[config.mk]
export PLATFORM = sky130hd
export DESIGN_NAME = serv_rf_ram_ff
export DESIGN_NICKNAME = d
export VERILOG_FILES = /design/src/rtl/serv_rf_ram_ff.sv
export SDC_FILE = /design/constraint.sdc
export NUM_CORES = 1
export LEC_CHECK = 0
export BUFFER_PORTS_ARGS = -buffer_cell sky130_fd_sc_hd__buf_2
export CAP_MARGIN = 10
export CORE_MARGIN = 2
export CORE_UTILIZATION = 38
export CTS_CLUSTER_SIZE = 24
export DETAILED_ROUTE_END_ITERATION = 10
export GPL_TIMING_DRIVEN = 0
export PLACE_DENSITY = 0.53
export SLEW_MARGIN = 10
export SYNTH_ARGS = -nofsm -noshare
export SYNTH_HDL_FRONTEND = slang
export SYNTH_SLANG_ARGS = --single-unit
[constraint.sdc]
create_clock -name i_clk -period 9.8 [get_ports i_clk]
set_input_delay 0.98 -clock i_clk [delete_from_list [all_inputs] [get_ports i_clk]]
set_output_delay 0.98 -clock i_clk [all_outputs]
set_load 0.01 [all_outputs]
[src/rtl/serv_rf_ram_ff.sv]
// serv_rf_ram_ff: flip-flop RF storage with post-reset zero fill, 1-cycle read and per-word parity
module serv_rf_ram_ff #(
    parameter int width     = 8,
    parameter int csr_regs  = 4,
    parameter int depth     = (32 + csr_regs) * 32 / width,
    parameter int aw        = $clog2(depth),
    parameter int parity_en = 1
) (
    input  logic             i_clk,
    input  logic             i_rst_n,
    input  logic [aw-1:0]    i_waddr,
    input  logic [width-1:0] i_wdata,
    input  logic             i_wen,
    input  logic [aw-1:0]    i_raddr,
    input  logic             i_ren,
    output logic [width-1:0] o_rdata,
    output logic             o_init_done,
    output logic             o_perr,
    input  logic             i_perr_clr,
    input  logic             i_perr_inj
);
    localparam logic [aw:0]   DEPTH_W = (aw + 1)'(depth);
    localparam logic [aw-1:0] LAST    = aw'(depth - 1);

    typedef enum logic {INIT, RUN} state_t;

    state_t           state;
    logic [aw-1:0]    cnt;
    logic [width-1:0] mem [depth];
    logic             run, w_in, r_in, we, byp;
    logic [aw-1:0]    wa;
    logic [width-1:0] wd, rd_nxt;

    assign run    = state == RUN;
    assign w_in   = {1'b0, i_waddr} < DEPTH_W;
    assign r_in   = {1'b0, i_raddr} < DEPTH_W;
    assign we     = !run || (i_wen && w_in);
    assign wa     = run ? i_waddr : cnt;
    assign wd     = run ? i_wdata : '0;
    assign byp    = run && i_ren && i_wen && w_in && (i_waddr == i_raddr);
    assign rd_nxt = byp ? i_wdata : r_in ? mem[i_raddr] : '0;

    // storage array: zero-fill writes during INIT, user writes in RUN; deliberately unreset
    always_ff @(posedge i_clk)
        if (we) mem[wa] <= wd;

    // control: zero-fill sequencing, init-done flag and registered read port
    always_ff @(posedge i_clk or negedge i_rst_n)
        if (!i_rst_n) begin
            state       <= INIT;
            cnt         <= '0;
            o_init_done <= 1'b0;
            o_rdata     <= '0;
        end else if (!run) begin
            cnt <= cnt + 1'b1;
            if (cnt == LAST) begin
                state       <= RUN;
                o_init_done <= 1'b1;
            end
        end else if (i_ren) begin
            o_rdata <= rd_nxt;
        end

    if (parity_en != 0) begin : g_par
        logic par [depth];
        logic chk, perr_q;
        assign chk    = run && i_ren && r_in && !byp && ((^mem[i_raddr]) != par[i_raddr]);
        assign o_perr = perr_q;
        // parity array: even parity of each written word, optionally corrupted by the inject hook
        always_ff @(posedge i_clk)
            if (we) par[wa] <= run && ((^i_wdata) ^ i_perr_inj);
        // sticky error flag; a new error outranks a same-cycle clear
        always_ff @(posedge i_clk or negedge i_rst_n)
            if (!i_rst_n) perr_q <= 1'b0;
            else          perr_q <= chk || (perr_q && !(run && i_perr_clr));
    end else begin : g_nopar
        assign o_perr = 1'b0;
    end
endmodule

==> results of run 1 <==
-- critical path, cell delays in order --
cell                        delay, ns
sky130_fd_sc_hd__clkbuf_1        0.82
sky130_fd_sc_hd__clkbuf_2        0.69
sky130_fd_sc_hd__buf_2           0.60
sky130_fd_sc_hd__buf_1           0.92
sky130_fd_sc_hd__clkbuf_1        0.85
sky130_fd_sc_hd__nand2_1         0.09
sky130_fd_sc_hd__o21ai_0         0.21
sky130_fd_sc_hd__o22ai_1         0.14
sky130_fd_sc_hd__o21ai_1         0.70
sky130_fd_sc_hd__o2bb2ai_1       0.27
sky130_fd_sc_hd__xnor3_1         0.38
sky130_fd_sc_hd__xnor2_1         0.17
sky130_fd_sc_hd__a22o_1          0.24
-- routing by layer --
metal	wire, microns	share of wire [%]	track usage, %
met5	14	0.0080	0
met4	7380	4.2	10.3
met3	19000	11	6.93
met2	80500	46	38.9
met1	68300	39	34.7
-- Yosys cell counts (9+ instances only) --
cell / n
sky130_fd_sc_hd__buf_2: 29
sky130_fd_sc_hd__nor2b_1: 14
sky130_fd_sc_hd__xnor2_1: 19
sky130_fd_sc_hd__nand2_1: 76
sky130_fd_sc_hd__o22ai_1: 23
sky130_fd_sc_hd__mux2i_1: 48
sky130_fd_sc_hd__buf_4: 19
sky130_fd_sc_hd__and2_1: 11
sky130_fd_sc_hd__nand2b_1: 14
sky130_fd_sc_hd__dfrtp_1: 19
sky130_fd_sc_hd__nor3_1: 16
sky130_fd_sc_hd__edfxtp_1: 1296
sky130_fd_sc_hd__a31oi_1: 10
sky130_fd_sc_hd__inv_1: 12
sky130_fd_sc_hd__mux4_2: 339
sky130_fd_sc_hd__nor2_1: 172
sky130_fd_sc_hd__o21ai_0: 20
sky130_fd_sc_hd__o32ai_1: 9
sky130_fd_sc_hd__a211oi_1: 12
sky130_fd_sc_hd__a21oi_1: 23
sky130_fd_sc_hd__clkbuf_1: 51
sky130_fd_sc_hd__a22oi_1: 34
sky130_fd_sc_hd__buf_1: 11
sky130_fd_sc_hd__a22o_1: 10
sky130_fd_sc_hd__buf_6: 14
sky130_fd_sc_hd__nand3_1: 19
-- logic make-up (layout without fill, tap and decap cells) --
kind of cell    count (synthesis)  in the layout  synth area share, %
xor+xnor                       29             29                0.546
mux                           393            393                 15.9
buf+inv                       143            444                 1.63
simple gates                  348            348                 2.96
compound gates                189            189                 2.63
other cells                     0              4                    0
flops                        1315           1315                 76.3
fa+ha+maj                       1              1               0.0242
-- power groups by stage --
stage	logic (mW)	registers (mW)	clock network, mW
floorplan	0.212	6.20	0
global placement	0.434	6.20	0
detailed placement	0.437	6.20	0
CTS	0.439	6.08	5.01
global route	0.447	6.08	5.22
finish	0.447	6.08	4.99
-- registers in the layout, summed over array words and instances, names as in the netlist --
register / count
g_par.par: 144
cnt: 8
o_init_done: 1
mem: 1152
run: 1
o_perr: 1
o_rdata: 8
-- worst paths after layout --
path | start | to | slack [ns] | cells after the start
max reg2reg | run$_DFF_PN0_ | mem[29][5]$_DFFE_PP_ | 5.24 | 6
max in group asynchronous | i_rst_n | o_rdata[2]$_DFFE_PN0P_ | 9.36 | 1
max | i_raddr[3] | o_perr$_DFF_PN0_ | 3.35 | 13
min in group i_clk | o_init_done$_DFFE_PN0P_ | o_init_done$_DFFE_PN0P_ | 0.48 | 1
min | i_rst_n | o_init_done$_DFFE_PN0P_ | 0.13 | 1
min reg2reg | o_init_done$_DFFE_PN0P_ | o_init_done$_DFFE_PN0P_ | 0.48 | 1
-- through the flow --
step	cell area [sq um]	utilization (%)
after floorplan	51600	-
after global placement	54000	40.0
after detailed placement	54400	40.3
after CTS	58600	43.4
after global routing	58600	43.4
final	58700	43.4
-- area by class of cell --
class | instances | share of cell area, %
clock buffers | 181 | 6.47
plain buffers | 131 | 1.40
multi-input cells | 960 | 19.4
diodes | 4 | 0.0171
clock inverters | 66 | 0.693
well taps | 1781 | 3.80
inverters | 12 | 0.0768
flip-flops and latches | 1315 | 67.2
repair buffers | 54 | 0.941
==> results.sh, run 1 <==
export IMPL_hp_class="primary input to async pin"
export IMPL_p_switching_mw=2.51
export IMPL_finalCritPeriodShare_pct=65.8
export IMPL_maxSlewHeadroom_pct=7.01
export IMPL_synth_top_area_share_pct=75.4
export IMPL_critical_path_endpoint_type="register"
export IMPL_postCtsResizedCells=0
export IMPL_p_sw_share_pct=21.8
export IMPL_antenna_found_initial=8
export IMPL_multi_input_comb_area_sq_um=11400
export IMPL_outcome="finished, final reports clean"
export IMPL_synth_edf_count=1296
export IMPL_grt_remaining_overflow=0
export IMPL_synth_yosys_warnings=0
export IMPL_worst_ep_required_time_ns=10.46
export IMPL_routed_wirelength_normalized_by_instance_count_microns=38.9
export IMPL_dp_hpwl_mm=114
export IMPL_io_pin_count=40
export IMPL_post_cts_buffers=0
export IMPL_preCtsSetupSlack_ns=2.62
export IMPL_cts_htree_levels=4
export IMPL_drtAntennaViolNets=0
export IMPL_first_pass_iters=5
export IMPL_cts_num_sinks=1315
export IMPL_finalWeightedCongestion=0.916
export IMPL_power_total_mw=11.5
export IMPL_timing_worst_slew_pin_value_ns=1.39
export IMPL_min_period_ns=6.45
export IMPL_final_setup_viol_count=0
export IMPL_die_width_microns=372
export IMPL_crit_path_category="primary input to register"
export IMPL_number_of_buffers_on_the_longest_clock_path=3
export IMPL_worst_endpoint_arrival_ns=7.11
export IMPL_layout_commonest_cell="sky130_fd_sc_hd__edfxtp_1"
export IMPL_post_synth_top_area_cell="sky130_fd_sc_hd__edfxtp_1"
export IMPL_p_int_mw=9.01
export IMPL_postSynth_topFlopCell="sky130_fd_sc_hd__edfxtp_1"
export IMPL_ys_seq_elements=1315
export IMPL_area_of_the_mapped_netlist_sq_um=51600
export IMPL_fill_cells=11600
export IMPL_cts_inserted_buffers=140
export IMPL_start_util_pct=38.2
export IMPL_grt_setup_unrepaired="no"
export IMPL_slew_viol_final=0
export IMPL_p_leak_nw=14.9
export IMPL_synth_yosys_seq_area_share_pct=76.3
export IMPL_seq_power_share_pct=52.8
export IMPL_final_setup_slack_of_the_worst_path_ns=3.35
export IMPL_vdd_ir_drop_max_v=0.000114
export IMPL_worstSetupStartpointType="primary input"
export IMPL_grt_max_degree=81
export IMPL_vias=27700
export IMPL_syn_area_per_cell_sq_um=21.3
export IMPL_first_pass_grt_wire_length_mm=235
export IMPL_rows=135
export IMPL_maxCapViolCount=0
export IMPL_worstPathMaxFanout=10
export IMPL_source_to_sink_clock_delay_at_the_later_pin_of_the_worst_skew_pair_ns=0.78
export IMPL_mostFrequentLayoutCells="sky130_fd_sc_hd__edfxtp_1, sky130_fd_sc_hd__mux4_2, sky130_fd_sc_hd__nor2_1, sky130_fd_sc_hd__clkbuf_16, sky130_fd_sc_hd__nand2_1"
export IMPL_synthesis_instances=2418
export IMPL_worst_hold_slack_ns=0.129
export IMPL_fmax_ghz=0.155
export IMPL_first_global_vias=27000
export IMPL_total_global_route_track_usage_pct=25.5
export IMPL_synth_area_leaders="sky130_fd_sc_hd__edfxtp_1, sky130_fd_sc_hd__mux4_2, sky130_fd_sc_hd__nor2_1"
export IMPL_cts_tree="done"
export IMPL_seq_area_sq_um=39400
export IMPL_clock_skew_final_ns=0.0342
export IMPL_worst_setup_hold_path_clk_slew_ns=0.06
export IMPL_fin_tns_setup_ns=0
export IMPL_layoutNonFillerInstCount=4504
export IMPL_final_layout_size_suffix_gt1_share_pct=25.5
export IMPL_buffer_ports_inserted=36
export IMPL_vias_per_inst=6.14
export IMPL_areaGrowthSynthToFinish_pct=13.7
export IMPL_floorplan_core_area_sq_um=135000
export IMPL_synth_lib_cells_used_distinct=66
export IMPL_dieArea_sq_um=139000
export IMPL_synth_net_count=2449
export IMPL_drc=0
export IMPL_final_hold_violation_count=0
export IMPL_numPlacedInstances=4251
export IMPL_clk_root_buffer_cell="sky130_fd_sc_hd__clkbuf_16"
export IMPL_drt_iter0_markers=4338
export IMPL_combinational_power_share_pct=3.9
export IMPL_finalNetCount=2645
export IMPL_die_h_microns=372
export IMPL_async_set_or_reset_flop_fraction_in_the_synthesized_netlist_pct=1.44
export IMPL_power_share_clock_pct=43.3
export IMPL_postRouteWirelength_mm=175
export IMPL_holdBufCountCts=0
export IMPL_power_density_cell_area_nw_per_um2=196
(Power assumes the default switching activity.)
==> run 2: changes to the inputs <==
- clock period: 9.8 -> 6.3 ns (I/O delays scaled with it)
==> results.sh, run 2 (synthesized netlist as in run 1, its figures left out) <==
export IMPL_outcome="finished, final reports clean"
export IMPL_source_to_sink_clock_delay_at_the_later_pin_of_the_worst_skew_pair_ns=0.78
export IMPL_critPathTopFamily="buffers and inverters"
export IMPL_critical_path_cell_chain="clkbuf_1, clkbuf_2, buf_2, buf_1, clkbuf_1, nand2_1, o21ai_0, o22ai_1, o21ai_1, o2bb2ai_1, xnor3_1, xnor2_1, a22o_1"
export IMPL_min_period_ns=6.13
export IMPL_post_cts_buffers=0
export IMPL_worstPathMaxFanout=10
export IMPL_fin_tns_setup_ns=0
export IMPL_hold_path_end="o_rdata[4]$_DFFE_PN0P_"
export IMPL_finalCritPeriodShare_pct=97.3
export IMPL_drtAntennaViolNets=0
export IMPL_worstSetupStartpointType="primary input"
export IMPL_drt_iter0_markers=4306
export IMPL_postRouteWirelength_mm=175
export IMPL_critical_path_slowest_cell="sky130_fd_sc_hd__buf_1"
export IMPL_maxCapViolCount=0
export IMPL_worst_hold_slack_ns=0.138
export IMPL_critical_register_to_register_path_endpoint="mem[47][6]$_DFFE_PP_"
export IMPL_multi_input_comb_area_sq_um=11400
export IMPL_clk_root_buffer_cell="sky130_fd_sc_hd__clkbuf_16"
export IMPL_final_layout_size_suffix_gt1_share_pct=25.5
export IMPL_number_of_buffers_on_the_longest_clock_path=3
export IMPL_hold_startpoint="i_wdata[4]"
export IMPL_final_hold_violation_count=0
export IMPL_reg2reg_setup_slack_ns=1.73
export IMPL_number_of_stages_on_the_worst_setup_path=13
export IMPL_first_pass_iters=5
export IMPL_vdd_ir_drop_max_v=0.000178
export IMPL_timing_worst_slew_pin_value_ns=1.37
export IMPL_grt_setup_unrepaired="no"
export IMPL_cpPeakStageDelay_ns=0.91
export IMPL_cp_common_cell="sky130_fd_sc_hd__clkbuf_1"
export IMPL_cts_htree_levels=4
export IMPL_fin_area_sq_um=58700
export IMPL_total_global_route_track_usage_pct=25.5
export IMPL_layout_commonest_cell="sky130_fd_sc_hd__edfxtp_1"
export IMPL_power_density_cell_area_nw_per_um2=305
export IMPL_critical_path_buf_inv_count=5
export IMPL_post_layout_util_pct=43.4
export IMPL_routed_wirelength_normalized_by_instance_count_microns=38.9
export IMPL_first_pass_grt_wire_length_mm=235
export IMPL_mostFrequentLayoutCells="sky130_fd_sc_hd__edfxtp_1, sky130_fd_sc_hd__mux4_2, sky130_fd_sc_hd__nor2_1, sky130_fd_sc_hd__clkbuf_16, sky130_fd_sc_hd__nand2_1"
export IMPL_cts_num_sinks=1315
export IMPL_seq_area_sq_um=39400
export IMPL_io_pin_count=40
export IMPL_vias=27700
export IMPL_post_dp_cell_area_sq_um=54400
export IMPL_largest_register="mem"
export IMPL_fmax_ghz=0.163
export IMPL_areaGrowthSynthToFinish_pct=13.7
export IMPL_buffer_ports_inserted=36
export IMPL_first_global_vias=27000
export IMPL_final_setup_viol_count=0
export IMPL_worst_hold_path_num_cells=3
export IMPL_r2r_cells=6
export IMPL_p_leak_nw=14.9
export IMPL_antenna_found_initial=8
export IMPL_floorplan_core_area_sq_um=135000
export IMPL_worst_ep_required_time_ns=6.96
export IMPL_critical_path_endpoint_type="register"
export IMPL_die_h_microns=372
export IMPL_dp_hpwl_mm=114
export IMPL_cts_tree="done"
export IMPL_clock_skew_final_ns=0.0347
export IMPL_grt_max_degree=81
export IMPL_hp_class="primary input to register"
export IMPL_fill_cells=11600
export IMPL_timing_rr_start="run$_DFF_PN0_"
export IMPL_cts_inserted_buffers=140
export IMPL_largest_register_ff_count=1152
export IMPL_crit_path_category="primary input to register"
export IMPL_start_util_pct=38.2
export IMPL_grt_remaining_overflow=0
export IMPL_die_width_microns=372
export IMPL_slew_viol_final=0
export IMPL_worst_setup_hold_path_clk_slew_ns=0.06
export IMPL_maxSlewHeadroom_pct=8.57
export IMPL_finalWeightedCongestion=0.916
export IMPL_dieArea_sq_um=139000
export IMPL_worst_endpoint_arrival_ns=6.79
export IMPL_drc=0
export IMPL_rows=135
export IMPL_finalNetCount=2646
export IMPL_largest_registers="mem (1152), g_par.par (144)"
export IMPL_vias_per_inst=6.15
[run 2: changes by cell type in the layout (fill, tap and decap cells not counted), sizes merged]
| cell | change |
|---|---|
| dlygate4sd3 | +1 |
| diode | +2 |
[run 2: worst min-delay path, stage by stage]
cell and delay, ns:
sky130_fd_sc_hd__buf_2 0.11, sky130_fd_sc_hd__a22oi_1 0.07, sky130_fd_sc_hd__nand2_1 0.07
[run 2: metrics by stage]
step / power [mW] / setup slack [ns] / std cells
after detailed placement: 10.3 / -0.535 / 4251
after global placement: 10.3 / -1.30 / 4235
after CTS: 17.9 / 0.298 / 4499
after global routing: 18.3 / 0.408 / 4501
after floorplan: 9.97 / 2.62 / 2418
final: 17.9 / 0.170 / 4507
[run 2: area by class of cell]
class / count / share of cell area (%)
inverter: 12 / 0.0768
tap: 1781 / 3.80
antenna: 6 / 0.0256
clock inverter: 66 / 0.693
buffer: 131 / 1.40
sequential: 1315 / 67.1
clock buffer: 181 / 6.47
timing repair buffer: 55 / 0.958
multi-input combinational: 960 / 19.4
[run 2: what timing repair did]
item	CTS	global route
endpoints found under the hold margin	19	0
hold buffers	1	0
resized for setup	0	0
[run 2: worst max-delay path by stage]
stage / slack, ns / end / start
after detailed placement: -0.53 / o_perr$_DFF_PN0_ / i_raddr[3]
after CTS: 0.30 / o_perr$_DFF_PN0_ / i_raddr[3]
after global routing: 0.41 / o_perr$_DFF_PN0_ / i_raddr[3]
after floorplan: 2.62 / g_par.par[0]$_DFFE_PP_ / i_wdata[1]
final: 0.17 / o_perr$_DFF_PN0_ / i_raddr[3]
after global placement: -1.30 / o_perr$_DFF_PN0_ / i_raddr[3]
[run 2: routing by layer]
layer | track usage (%) | up-vias | share of wire [%]
li1 | - | 10600 | -
met1 | 34.7 | 15100 | 39
met2 | 38.9 | 1788 | 46
met3 | 6.93 | 336 | 11
met4 | 10.3 | 4 | 4.1
met5 | 0 | - | 0.016
[run 2: where the power goes]
group	switching (mW)	internal [mW]	total, mW
registers	0	9.46	9.46
logic	0.499	0.195	0.694
clock network	3.40	4.36	7.75
